[src/rtl/hazard_pkg.sv]
// Shared encodings for the hazard controller and the control decoder.
package hazard_pkg;

    // Operand not read by the instruction.
    localparam int TUSE_NONE = 16;
    // Lowest T code meaning "no register write"; anything at or above it is equivalent.
    localparam int TNEW_NOWR = 3;

    // Result-ready stage codes.
    localparam logic [1:0] T_D = 2'd0;
    localparam logic [1:0] T_E = 2'd1;
    localparam logic [1:0] T_M = 2'd2;

    // Forward select encoding shared by all mux selects.
    typedef enum logic [1:0] {
        FWD_RF = 2'd0,
        FWD_E  = 2'd1,
        FWD_M  = 2'd2,
        FWD_W  = 2'd3
    } fwd_sel_e;

endpackage

[src/rtl/hazard_fwd_sel.sv]
// Priority matcher: picks the youngest enabled stage whose destination equals
// the operand. A match on a stage whose result is not ready yet yields FWD_RF,
// because an older stage holds a stale value for that register.
module hazard_fwd_sel
    import hazard_pkg::*;
(
    input  logic [4:0] i_op,
    input  logic [2:0] i_en,        // bit0 = E, bit1 = M, bit2 = W
    input  logic [4:0] i_e_dst,
    input  logic [1:0] i_e_tnew,
    input  logic [4:0] i_m_dst,
    input  logic [1:0] i_m_tnew,
    input  logic [4:0] i_w_dst,
    output logic [1:0] o_sel
);

    logic w_op_nz;
    logic w_hit_e;
    logic w_hit_m;
    logic w_hit_w;

    assign w_op_nz = (i_op != 5'd0);
    assign w_hit_e = i_en[0] && w_op_nz && (i_op == i_e_dst);
    assign w_hit_m = i_en[1] && w_op_nz && (i_op == i_m_dst);
    assign w_hit_w = i_en[2] && w_op_nz && (i_op == i_w_dst);

    // Youngest matching stage decides the select.
    always_comb begin
        o_sel = FWD_RF;
        if (w_hit_e) begin
            o_sel = (i_e_tnew == 2'd0) ? FWD_E : FWD_RF;
        end else if (w_hit_m) begin
            o_sel = (i_m_tnew == 2'd0) ? FWD_M : FWD_RF;
        end else if (w_hit_w) begin
            o_sel = FWD_W;
        end
    end

endmodule

[src/rtl/hazard_unit.sv]
// Stall and forwarding controller for the five-stage MIPS pipeline. Keeps a
// shadow of destination/Tnew for E, M and W and compares it with the Tuse
// fields of the instruction currently in D.
module hazard_unit #(
    parameter int TUSE_NONE = hazard_pkg::TUSE_NONE,
    parameter int TNEW_NOWR = hazard_pkg::TNEW_NOWR
) (
    input  logic       clk,
    input  logic       rst_n,
    input  logic [4:0] d_rs,
    input  logic [4:0] d_rt,
    input  logic [4:0] d_rs_tuse,
    input  logic [4:0] d_rt_tuse,
    input  logic [4:0] d_t,
    input  logic [4:0] d_dst,
    output logic       stall,
    output logic [1:0] fwd_d_rs,
    output logic [1:0] fwd_d_rt,
    output logic [1:0] fwd_e_rs,
    output logic [1:0] fwd_e_rt,
    output logic [1:0] fwd_m_rt
);

    logic [4:0] r_e_dst;
    logic [1:0] r_e_tnew;
    logic [4:0] r_e_rs;
    logic [4:0] r_e_rt;
    logic [4:0] r_m_dst;
    logic [1:0] r_m_tnew;
    logic [4:0] r_m_rt;
    logic [4:0] r_w_dst;

    logic       w_d_wr;
    logic [4:0] w_d_dst_eff;
    logic [1:0] w_d_tnew;
    logic       w_rs_hit;
    logic       w_rt_hit;

    // Register 0 and non-writing instructions carry no destination into the pipe.
    assign w_d_wr      = (d_t < 5'(TNEW_NOWR)) && (d_dst != 5'd0);
    assign w_d_dst_eff = w_d_wr ? d_dst : 5'd0;
    assign w_d_tnew    = w_d_wr ? d_t[1:0] : 2'd0;

    // An operand stalls when its producer in E or M will not have the value in time.
    assign w_rs_hit = (d_rs_tuse != 5'(TUSE_NONE)) && (d_rs != 5'd0) &&
                      (((d_rs == r_e_dst) && (d_rs_tuse < {3'd0, r_e_tnew})) ||
                       ((d_rs == r_m_dst) && (d_rs_tuse < {3'd0, r_m_tnew})));
    assign w_rt_hit = (d_rt_tuse != 5'(TUSE_NONE)) && (d_rt != 5'd0) &&
                      (((d_rt == r_e_dst) && (d_rt_tuse < {3'd0, r_e_tnew})) ||
                       ((d_rt == r_m_dst) && (d_rt_tuse < {3'd0, r_m_tnew})));
    assign stall = w_rs_hit || w_rt_hit;

    // Pipeline shadow: E takes a bubble on stall, M and W always drain.
    always_ff @(posedge clk or negedge rst_n) begin
        if (!rst_n) begin
            r_e_dst  <= 5'd0;
            r_e_tnew <= 2'd0;
            r_e_rs   <= 5'd0;
            r_e_rt   <= 5'd0;
            r_m_dst  <= 5'd0;
            r_m_tnew <= 2'd0;
            r_m_rt   <= 5'd0;
            r_w_dst  <= 5'd0;
        end else begin
            if (stall) begin
                r_e_dst  <= 5'd0;
                r_e_tnew <= 2'd0;
                r_e_rs   <= 5'd0;
                r_e_rt   <= 5'd0;
            end else begin
                r_e_dst  <= w_d_dst_eff;
                r_e_tnew <= w_d_tnew;
                r_e_rs   <= d_rs;
                r_e_rt   <= d_rt;
            end
            r_m_dst  <= r_e_dst;
            r_m_tnew <= (r_e_tnew == 2'd0) ? 2'd0 : r_e_tnew - 2'd1;
            r_m_rt   <= r_e_rt;
            r_w_dst  <= r_m_dst;
        end
    end

    hazard_fwd_sel u_fwd_d_rs (
        .i_op(d_rs), .i_en(3'b111),
        .i_e_dst(r_e_dst), .i_e_tnew(r_e_tnew),
        .i_m_dst(r_m_dst), .i_m_tnew(r_m_tnew),
        .i_w_dst(r_w_dst), .o_sel(fwd_d_rs)
    );

    hazard_fwd_sel u_fwd_d_rt (
        .i_op(d_rt), .i_en(3'b111),
        .i_e_dst(r_e_dst), .i_e_tnew(r_e_tnew),
        .i_m_dst(r_m_dst), .i_m_tnew(r_m_tnew),
        .i_w_dst(r_w_dst), .o_sel(fwd_d_rt)
    );

    hazard_fwd_sel u_fwd_e_rs (
        .i_op(r_e_rs), .i_en(3'b110),
        .i_e_dst(r_e_dst), .i_e_tnew(r_e_tnew),
        .i_m_dst(r_m_dst), .i_m_tnew(r_m_tnew),
        .i_w_dst(r_w_dst), .o_sel(fwd_e_rs)
    );

    hazard_fwd_sel u_fwd_e_rt (
        .i_op(r_e_rt), .i_en(3'b110),
        .i_e_dst(r_e_dst), .i_e_tnew(r_e_tnew),
        .i_m_dst(r_m_dst), .i_m_tnew(r_m_tnew),
        .i_w_dst(r_w_dst), .o_sel(fwd_e_rt)
    );

    hazard_fwd_sel u_fwd_m_rt (
        .i_op(r_m_rt), .i_en(3'b100),
        .i_e_dst(r_e_dst), .i_e_tnew(r_e_tnew),
        .i_m_dst(r_m_dst), .i_m_tnew(r_m_tnew),
        .i_w_dst(r_w_dst), .o_sel(fwd_m_rt)
    );

endmodule

[config.mk]
export PLATFORM = sky130hd
export DESIGN_NAME = hazard_unit
export DESIGN_NICKNAME = d
export VERILOG_FILES = /design/src/rtl/hazard_pkg.sv /design/src/rtl/hazard_fwd_sel.sv /design/src/rtl/hazard_unit.sv
export SDC_FILE = /design/constraint.sdc
export NUM_CORES = 1
export LEC_CHECK = 0
export CELL_PAD_IN_SITES_DETAIL_PLACEMENT = 1
export CELL_PAD_IN_SITES_GLOBAL_PLACEMENT = 1
export CORE_MARGIN = 2
export CORE_UTILIZATION = 39
export DETAILED_ROUTE_END_ITERATION = 12
export HOLD_SLACK_MARGIN = 0.08
export PLACE_DENSITY_LB_ADDON = 0.1
export SYNTH_ARGS = -nofsm -noshare
export SYNTH_HDL_FRONTEND = slang
export SYNTH_SLANG_ARGS = --single-unit
[constraint.sdc]
create_clock -name clk -period 2.1 [get_ports clk]
set_clock_uncertainty 0.15 [all_clocks]
set_input_delay 0.21 -clock clk [delete_from_list [all_inputs] [get_ports clk]]
set_output_delay 0.21 -clock clk [all_outputs]
set_load 0.05 [all_outputs]
==> metrics.md, run 1 <==
| Metric | Value |
|---|---|
| Final Util | `72.01%` |
| Tmin final | `2599 ps` |
| Post-route ant nets | `0` |
| WP data required | `1740 ps` |
| CP max stage cell | `dfrtp_2` |
| Rows | `26` |
| Chip height | `roughly 77 um` |
| Switching fraction of total power | `27.75%` |
| Final hold viol count | `0` |
| Internal | `1.402 mW` |
| Ys Warns | `0` |
| Slew @ Worst Pin | `509.7 ps` |
| Number of global-route vias before repair | `2295` |
| I/O pin total | `43` |
| PortBufs | `42` |
| Net Sw Power | `0.5384 mW` |
| Synth top area share | `40.55%` |
| Die X | `just under 80 um` |
| CP endpoint | `stall` |
| Clk network pwr share | `40.2%` |
| Failing checks | `setup timing` |
| Status | `finished with violations` |
| Drt drc | `0` |
| Final Setup Violations | `26` |
| Clock sinks | `34` |
| DP Worst Slack | `-466.4 ps` |
| RR Startpoint | `r_m_dst[3]` |
| DRT Pass-1 Iters | `4` |
| Combinational power share | `22.7%` |
| Slew margin rel. | `65.90%` |
| Total CTS buffers | `5` |
| Initial antenna violation count | `0` |
| Gpl congestion | `approximately 0.87` |
| Met2 Track Usage GR | `roughly half` |
| Setup TNS | `-6509 ps` |
| Synth cell types | `37` |
| Number of synthesized flops with an enable pin | `0` |
| Max incr delay on CP | `490 ps` |
| Pin count of the biggest net entering global routing | `35` |
| GR Layer Usage met3 | `5.233%` |
| Hold Slack | `220.9 ps` |
| Register area share after synthesis | `40.55%` |
| Worst path depth | `6` |
| Flop pwr share | `37.0%` |
| Critical Path End Type | `primary output` |
| Critical path arrival | `2240 ps` |
| Antenna diode count | `0` |
| Post-synthesis cell count | `204` |
| Root Driver | `clkbuf_8` |
| DR vias | `2108` |
| RSZ-0062 raised after global routing | `yes` |
| Cell Pwr Density | `524.2 mW/mm^2` |
| Reg-to-reg setup timing slack | `-260 ps` |
| Core area | `0.005140 sq mm` |
| Mapped Area | `around 0.0021 sq mm` |
| Area growth syn-to-layout | `76.39%` |
| Setup crit start | `r_m_dst[3]` |
| Clock transition at path regs | `90 ps` |
| Non-Filler Instances | `371` |
| Worst-Skew Late Latency | `300 ps` |
| Synth Flop Type | `dfrtp_1` |
| Reg2reg path depth | `7` |
| #FFs+latches synth | `34` |
| CP top delay family | `simple AND/OR/NAND/NOR gates` |
| Die area | `0.005983 sq mm` |
| Final layout net count | `336` |
| Hold WC Path Type | `in2async` |
| Post-route setup slack | `-498.7 ps` |
| Drt total wl | `10070 um` |
| Worst path bufs/invs | `1` |
| Peak Freq | `384.8 MHz` |
| Layout cells sized above 1 | `around half` |
| Critical path cell sequence | `xor2_2, nor4_4, nand4b_1, a21oi_4, or2_4, buf_12` |
| Remaining global-route overflow | `0` |
| Avg Synthesized Cell Area | `10.29 sq um` |
| Synth async-reset ratio | `100.0%` |
| Most frequent cell after synthesis | `dfrtp_1` |
| Crit Path Class | `reg2out` |
| Leading area contributor after synthesis | `dfrtp_1` |
| Clock Path Buffers | `2` |
| Critical path launch point type | `register` |
| Maximum vdd drop | `0.3747 mV` |
| H-Tree Depth | `2` |
| CP Max Fanout | `3` |
| Final period util | `123.7%` |
| Vias/cell | `roughly 5.7` |
| Number of max-cap violations | `0` |
| Placed cell count | `about 350` |
| Synth Net Count | `240` |
| Gr usage total | `28.28%` |
| Final Max Slew Viols | `0` |
| Avg WL per Cell | `roughly 27 um` |
| Synth cell count leaders | `dfrtp_1, xor2_1, xnor2_1` |
| Synth top area cells | `dfrtp_1, xor2_1, xnor2_1, nor3b_1, nor3_1` |
| Initial Util | `40.82%` |
| Initial DRC count | `roughly 180` |
| GR Layer Usage met1 | `between 30% and 40%` |
| Pleak | `1.563 nW` |
| Final HPWL DP | `4928 um` |
| First-pass GRT wire length | `12680 um` |
| Reg-to-Reg End | `r_e_dst[3]` |
| CTS tree | `done` |
| GRT Max-Usage Layer | `met2` |
## state kept, by name, summed over array words and instances (netlist names)
signal / flops
r_m_dst: 5
r_w_dst: 5
r_e_rs: 5
r_e_dst: 5
r_m_tnew: 2
r_m_rt: 5
r_e_tnew: 2
r_e_rt: 5
## cell families (layout without fill, tap and decap cells)
logic type               Yosys count  after routing  synth area share, %
AO/OA/AOI/OAI                     17             17                7.335
XOR/XNOR                          54             54                22.54
adder cells (fa/ha/maj)            4              4                2.385
multiplexers                       2              2               0.9541
AND/OR/NAND/NOR                   79             79                22.66
flip-flops                        34             34                40.55
buffers and inverters             14            111                3.577
## worst register-to-register path: stages, from the launching register on
cell	delay (ps)
dfrtp_2	490
xor2_2	220
nor4_4	370
nand4b_1	280
a21oi_4	290
buf_4	170
buf_6	160
nor3_1	100
## cells in the final DEF (no fill, tap or decap), drive strengths merged, types with 3 or more instances in the layout
cell	synthesis	final
clkbuf	6	6
ha	4	4
a2111oi	4	4
xnor2	22	22
nand3	4	4
or2	3	3
nand4b	3	3
clkdlybuf4s50	0	21
nor4	10	10
nand2	12	12
dfrtp	34	34
o21ai	3	3
or4	3	3
dlygate4sd2	0	10
buf	4	68
nor3b	10	10
a21oi	3	3
nor2	13	13
xor2	32	32
nor3	13	13
inv	4	4
## power groups by stage
stage                     clock, mW  sequential [mW]  combinational [mW]
after floorplan                   0            0.709               0.147
after global placement            0            0.719               0.321
after detailed placement          0            0.721               0.331
after CTS                     0.758            0.711               0.366
after global routing          0.809            0.721               0.464
final                         0.781            0.718               0.441
## routing by layer
metal  vias to the layer above  wire length [um]
met4                         0               465
met5                         -                 0
met1                      1053              3841
met2                       124              5079
li1                        894                 -
met3                        37               679
## worst min path at each step
stage / cells past startpoint / to
2_1_floorplan: 0 / r_e_dst[0]
3_3_place_gp: 0 / r_m_dst[1]
3_5_place_dp: 0 / r_m_dst[1]
4_1_cts: 2 / r_m_rt[2]
5_1_grt: 2 / r_m_rt[4]
6_report: 2 / r_m_rt[4]
## cell type report
class | instances | area [sq um]
Tap cell | 70 | 87.58
Sequential cell | 34 | 864.6
Timing Repair Buffer | 99 | 998.5
Inverter | 4 | 15.01
Clock buffer | 6 | 82.58
Multi-Input combinational cell | 156 | 1593
Clock inverter | 2 | 60.06
Fill cell | 498 | 1439
## through the flow
| step | power (mW) | instance area, sq um |
|---|---|---|
| after global routing | 1.994 | 3701 |
| after floorplan | 0.8551 | 2128 |
| final | 1.940 | 3701 |
| after CTS | 1.834 | 3433 |
| after global placement | 1.040 | 3009 |
| after detailed placement | 1.051 | 3009 |
## what timing repair did
item / 4_1_cts / 5_1_grt
hold buffers: 0 / 0
resized for setup: 55 / 41
pin swaps: 28 / 27
buffers inserted: 11 / 9
endpoints found under the hold margin: 0 / 0
endpoints found under the setup margin: 27 / 28
No activity file was read; power rests on OpenSTA's default activity.
==> run 2: changes to the inputs <==
--- a/config.mk
+++ b/config.mk
@@ -5,10 +5,11 @@
 export SDC_FILE = /design/constraint.sdc
 export NUM_CORES = 1
 export LEC_CHECK = 0
+export ABC_AREA = 1
 export CELL_PAD_IN_SITES_DETAIL_PLACEMENT = 1
 export CELL_PAD_IN_SITES_GLOBAL_PLACEMENT = 1
-export CORE_MARGIN = 2
-export CORE_UTILIZATION = 39
+export CORE_UTILIZATION = 38
+export CTS_CLUSTER_DIAMETER = 40
 export DETAILED_ROUTE_END_ITERATION = 12
 export HOLD_SLACK_MARGIN = 0.08
 export PLACE_DENSITY_LB_ADDON = 0.1
==> run 2 against run 1 <==
Compared with the run above: the flow still finishes with violations (setup timing); sequential share of layout area grew 3.0 points; cell area is 12% lower; first-iteration DRC count down 78%; area after synthesis is 5.0% higher; largest cell class unchanged.
==> metrics.md, run 2 <==
| Metric | Value |
|---|---|
| Post-synthesis cell count | `279 (+37%)` |
| Final HPWL DP | `4614 um (-6.4%)` |
| Worst hold path cell count | `3` |
| Mapped Area | `0.002203 sq mm (+5.0%)` |
| Synth top area cells | `dfrtp_1, xnor2_1, nand2_1, xor2_1, nor2_1` |
| Initial antenna violation count | `0 (unchanged)` |
| Synth Net Count | `315 (+31%)` |
| HP Start | `d_rs[3]` |
| RR Startpoint | `r_e_tnew[1]` |
| Peak Freq | `475.6 MHz (+24%)` |
| Drt total wl | `6170 um (-39%)` |
| Status | `finished with violations` |
| Final layout net count | `375 (+12%)` |
| Commonest non-fill, non-tap cell in the layout | `nand2_1` |
| H-Tree Depth | `2 (unchanged)` |
| DRT Pass-1 Iters | `4 (unchanged)` |
| Critical path arrival | `1740 ps (-500 ps)` |
| Maximum vdd drop | `0.2546 mV (-32%)` |
| Worst-Skew Late Latency | `290 ps (about the same)` |
| CTS tree | `done` |
| Final hold viol count | `0 (unchanged)` |
| Critical Path End Type | `primary output` |
| Antenna diode count | `0 (unchanged)` |
| Gr usage total | `22.16% (-6.1 points)` |
| RSZ-0062 raised after global routing | `yes` |
| Clock Path Buffers | `2 (unchanged)` |
| Synth top area share | `38.61% (-1.9 points)` |
| Synth Flop Type | `dfrtp_1` |
| Ys Warns | `0 (unchanged)` |
| Most frequent cells in the layout | `nand2_1, nor2_1, xnor2_1, dfrtp_1, inv_1` |
| Avg Synthesized Cell Area | `7.897 sq um (-23%)` |
| Register area share after synthesis | `38.61% (-1.9 points)` |
| Slew margin rel. | `70.98% (+5.1 points)` |
| Leading area contributor after synthesis | `dfrtp_1` |
| Avg WL per Cell | `14.98 um (-45%)` |
| Core area | `0.005540 sq mm (+7.8%)` |
| Root Driver | `clkbuf_8` |
| Hold Crit Endpoint | `r_e_rs[3]` |
| PortBufs | `42 (unchanged)` |
| # hold bufs at CTS | `0 (unchanged)` |
| Number of max-cap violations | `0 (unchanged)` |
| Clock sinks | `34 (unchanged)` |
| Pin count of the biggest net entering global routing | `35 (unchanged)` |
| Post-route setup slack | `-2.551 ps (+496.2 ps)` |
| Design Area, Final | `0.003268 sq mm (-12%)` |
| I/O pin total | `43 (unchanged)` |
| Synth async-reset ratio | `100.0% (unchanged)` |
| Post-route ant nets | `0 (unchanged)` |
| Setup crit start | `r_e_tnew[1]` |
| Final Util | `58.99% (-13 points)` |
| Clock transition at path regs | `70 ps (-20 ps)` |
| CP Max Fanout | `2 (-1)` |
| Hold WC Path Type | `in2reg` |
| Rows | `27 (+3.8%)` |
| Slew @ Worst Pin | `433.7 ps (-75.92 ps)` |
| Chip height | `78.15 um (+1.0%)` |
| Vias/cell | `4.898 (-14%)` |
| Synth cell types | `31 (-16%)` |
| Area growth syn-to-layout | `48.32%` |
| Gpl congestion | `0.8083 (-6.7%)` |
| Final Setup Violations | `1 (-96%)` |
| Fillcell total | `654 (+31%)` |
| Total CTS buffers | `5 (unchanged)` |
| Number of synthesized flops with an enable pin | `0 (unchanged)` |
| Final Max Slew Viols | `0 (unchanged)` |
| Initial DRC count | `39 (-78%)` |
| Final period util | `100.1% (-24 points)` |
| Layout cells sized above 1 | `32.35% (-17 points)` |
| Failing checks | `setup timing` |
| Remaining global-route overflow | `0 (unchanged)` |
| Post-DP Area | `0.002819 sq mm (-6.3%)` |
| Die area | `0.006107 sq mm (+2.1%)` |
| DR vias | `2018 (-4.3%)` |
| Reg-to-Reg End | `r_e_rs[0]` |
| Die X | `78.15 um (+1.0%)` |
| Critical path launch point type | `register` |
| Pleak | `1.541 nW (-1.4%)` |
| Initial Util | `39.77% (-1.1 points)` |
| Synth cell count leaders | `nand2_1, nor2_1, dfrtp_1` |
| Reg-to-reg setup timing slack | `210 ps (+470 ps)` |
| WP data required | `1740 ps (about the same)` |
| Tmin final | `2103 ps (-496.2 ps)` |
| #FFs+latches synth | `34 (unchanged)` |
| Crit Path Class | `reg2out` |
| First-pass GRT wire length | `10320 um (-19%)` |
| Cell Pwr Density | `479.2 mW/mm^2 (-8.6%)` |
| Most frequent cell after synthesis | `nand2_1` |
| Drt drc | `0 (unchanged)` |
| Reg2reg path depth | `11 (+4)` |
| Number of global-route vias before repair | `2192 (-4.5%)` |
-- run 2: changes by cell type after synthesis, sizes merged, moves of 4 or more --
cell	delta
nand2	+45
nor2	+33
inv	+27
nand3	+15
xor2	-15
nor3b	-9
nor4	-9
xnor2	+9
a2111oi	-4
-- run 2: final cells by class --
cell class	count	area [sq um]	share of cell area [%]
clock buffer	6	82.58	2.527
clock inverter	2	12.51	0.3828
inverter	31	116.4	3.561
multi-input combinational	202	1359	41.58
sequential	34	860.8	26.34
tap	72	90.09	2.757
timing repair buffer	65	747.0	22.86
-- run 2: where the power goes --
group / switching, mW / leakage [nW] / internal (mW)
clock: 0.243 / 0.0472 / 0.263
sequential: 0.0282 / 0.424 / 0.678
combinational: 0.179 / 1.07 / 0.174
total: 0.450 / 1.54 / 1.12
-- run 2: cells by family (layout without fill, tap and decap cells) --
kind of cell,after synthesis,count (layout),share of synthesized area [%]
simple gates,142,142,28.96
xor+xnor,48,48,19.08
buf+inv,43,104,8.801
flops,34,34,38.61
compound gates,8,8,2.272
fa+ha+maj,4,4,2.272
-- run 2: worst max-delay path by stage --
stage                       end  slack [ps]  depth (start not counted)
detailed placement  fwd_d_rt[1]        -100                          8
global route              stall        -110                         11
finish                    stall          -3                          9
global placement    fwd_d_rt[0]         -20                          8
CTS                       stall          -4                          9
floorplan           fwd_e_rs[1]         290                          6
-- run 2: stage by stage --
| stage | setup TNS, ps | std cells | hold WS, ps | power (mW) | worst slack [ps] |
|---|---|---|---|---|---|
| after floorplan | 0 | 279 | -235.6 | 0.8727 | 285.3 |
| after global placement | -40.20 | 389 | 294.8 | 1.016 | -15.74 |
| after detailed placement | -295.2 | 389 | 301.4 | 1.027 | -101.4 |
| after CTS | -3.554 | 406 | 199.7 | 1.554 | -3.554 |
| after global routing | -210.4 | 412 | 163.6 | 1.652 | -108.6 |
| final | -2.551 | 412 | 145.9 | 1.566 | -2.551 |
-- run 2: worst max-delay path: stages, from the launching register on --
cell and delay, ps:
dfrtp_1 400, inv_2 90, ha_4 190, a21boi_2 150
nor3_2 180, nand3_1 80, nand2_1 90, nand2_2 70
nand2_4 70, buf_12 130
-- run 2: repair_timing --
action,4_1_cts,5_1_grt
resized for setup,26,47
setup endpoints to repair,11,11
buffers inserted,9,6
pin swaps,10,16
-- run 2: routing by layer --
layer  vias to the layer above  global-route usage (%)  part of all wire (%)
li1                        980                       -                     -
met1                       998                   23.94                    39
met2                        33                   42.72                    57
met3                         7                   3.837                   2.2
met4                         0                   7.963                   1.4
met5                         -                       0                     0
==> variant, RTL diff (settings of run 1) <==
Make the reset (`rst_n`) synchronous in one clocked block.
--- a/src/rtl/hazard_unit.sv
+++ b/src/rtl/hazard_unit.sv
@@ -51,7 +51,7 @@
     assign stall = w_rs_hit || w_rt_hit;
 
     // Pipeline shadow: E takes a bubble on stall, M and W always drain.
-    always_ff @(posedge clk or negedge rst_n) begin
+    always_ff @(posedge clk) begin
         if (!rst_n) begin
             r_e_dst  <= 5'd0;
             r_e_tnew <= 2'd0;
Function: differs if rst_n is asserted again (counterexample within 4 cycles, from zero or initial values and one cycle with rst_n low); with rst_n held inactive, the same outputs for 10 cycles.
==> variant against run 1 <==
- the flow still finishes with violations (negative setup slack)
- routed wire length shrank 11%
- combinational power rose by 6.1%
- worst setup slack gained 0.16 ns
- maximum frequency is 6.7% higher
- count of clock-buffer cells in the layout rose by 1
- synthesized area rose by 1.8%
- total power is 8.4% lower
- sequential power is 5.0% lower
- final area fell by 3.0%
- sequential cell count is the same
- die area up 1.8%
- sequential share of layout area decreased by 3.5 points
- critical path type unchanged
- highest routed layer unchanged
==> variant: results (changes against run 1) <==
metric,value,unit,change
synthArstFlopShare,0,%,-100 points
crit_start,r_m_tnew[1]$_SDFF_PP0_,,
cpPeakStageDelay,0.35,ns,-0.14 ns
yosys-top-cells-area,"dfxtp_1, xor2_1, xnor2_1, nor3_1, and2_1",,
power.switching,0.0005262,W,-2.3%
outcome,finished with violations,,
yosysUniqueCellTypes,42,,+14%
layout_setup_ws,-0.3350,ns,+0.1637 ns
wl_per_cell,22.62,µm,-17%
dp_cells,378,,+8.3%
tightest_slew,0.4269,ns,-0.08278 ns
cp_slowest_cell,dfxtp_2,,
crit_fanout,2,,-1
violations,negative setup slack,,
grt_pass1_vias,2389,,+4.1%
dr_total_vias,2160,,+2.5%
grt_pass1_wl,12480,µm,-1.6%
fin_tns_setup,-2.635,ns,+3.874 ns
synth.yosys.seq_area_share,31.85,%,-8.7 points
peakVddDrop,328.5,µV,-12%
pre_cts_ws,-0.4560,ns,+0.01038 ns
stdcell_count,394,,+6.2%
synth_common_cells,"dfxtp_1, xor2_1, xnor2_1",,
hpwl,4975,µm,+0.95%
grt_use_total,26.95,%,-1.3 points
p_leak,1.540,nW,-1.5%
critPathArrivalTime,2.08,ns,-0.16 ns
drive_above_1_share,44.14,%,-5.0 points
grt_max_degree,34,,-2.9%
setup_viol,28,,+7.7%
drt-initial-drc-count,87,,-52%
-- variant: path summary, 6_finish.rpt --
kind,slack (ns),to,cells after the start
max,-0.34,stall,8
min,0.21,r_e_rs[4]$_SDFF_PP0_,4
max reg2reg,-0.09,r_e_rt[0]$_SDFF_PP0_,8
min reg2reg,0.29,r_m_tnew[0]$_SDFF_PP0_,1
-- variant: final cells by class --
| cell class | instances | area, µm² |
|---|---|---|
| Sequential cell | 34 | 711.9 |
| Multi-Input combinational cell | 182 | 1700 |
| Inverter | 3 | 11.26 |
| Fill cell | 556 | 1614 |
| Clock buffer | 7 | 76.32 |
| Clock inverter | 1 | 30.03 |
| Tap cell | 70 | 87.58 |
| Timing Repair Buffer | 97 | 973.4 |
-- variant: power groups by stage --
| stage | Clock, W | Combinational, W | Sequential, W |
|---|---|---|---|
| 6_report | 0.000627 | 0.000468 | 0.000682 |
| 3_3_place_gp | 0 | 0.000360 | 0.000697 |
| 5_1_grt | 0.000651 | 0.000491 | 0.000684 |
| 2_1_floorplan | 0 | 0.000176 | 0.000691 |
| 4_1_cts | 0.000605 | 0.000418 | 0.000679 |
| 3_5_place_dp | 0 | 0.000368 | 0.000698 |
-- variant: logic make-up (layout without fill, tap and decap cells) --
| group | count (synthesis) | in the layout | synth area share [%] |
|---|---|---|---|
| buffers and inverters | 22 | 108 | 5.913 |
| adders and majority gates | 5 | 5 | 2.927 |
| muxes | 2 | 2 | 0.9368 |
| AOI/OAI and AO/OA | 17 | 17 | 7.612 |
| and+or+nand+nor | 104 | 104 | 28.63 |
| xor gates and xnor gates | 54 | 54 | 22.13 |
| DFF | 34 | 34 | 31.85 |
-- variant: through the flow --
stage | area (µm²) | util [%]
2_1_floorplan | 2148 | -
3_3_place_gp | 2992 | 57.48
3_5_place_dp | 2992 | 57.48
4_1_cts | 3368 | 64.71
5_1_grt | 3591 | 68.99
6_report | 3591 | 68.99
-- variant: layer usage --
layer	track usage, %	part of all wire (%)
met5	0	0
met4	13.16	4.2
met3	4.828	4.0
met2	52.33	54
met1	27.40	37
-- variant: worst reg2reg max path, cell delays in order (launching register included) --
cell and delay, ns:
dfxtp_2 0.35, inv_2 0.05, ha_1 0.30, a2111oi_4 0.32
buf_4 0.18, nand4b_2 0.14, a21oi_4 0.15, buf_4 0.27
nor3_1 0.14
-- variant: timing repair --
item	in CTS	in global routing
pin swaps	24	22
setup endpoints to repair	24	26
buffers inserted	4	6
resized for setup	60	37
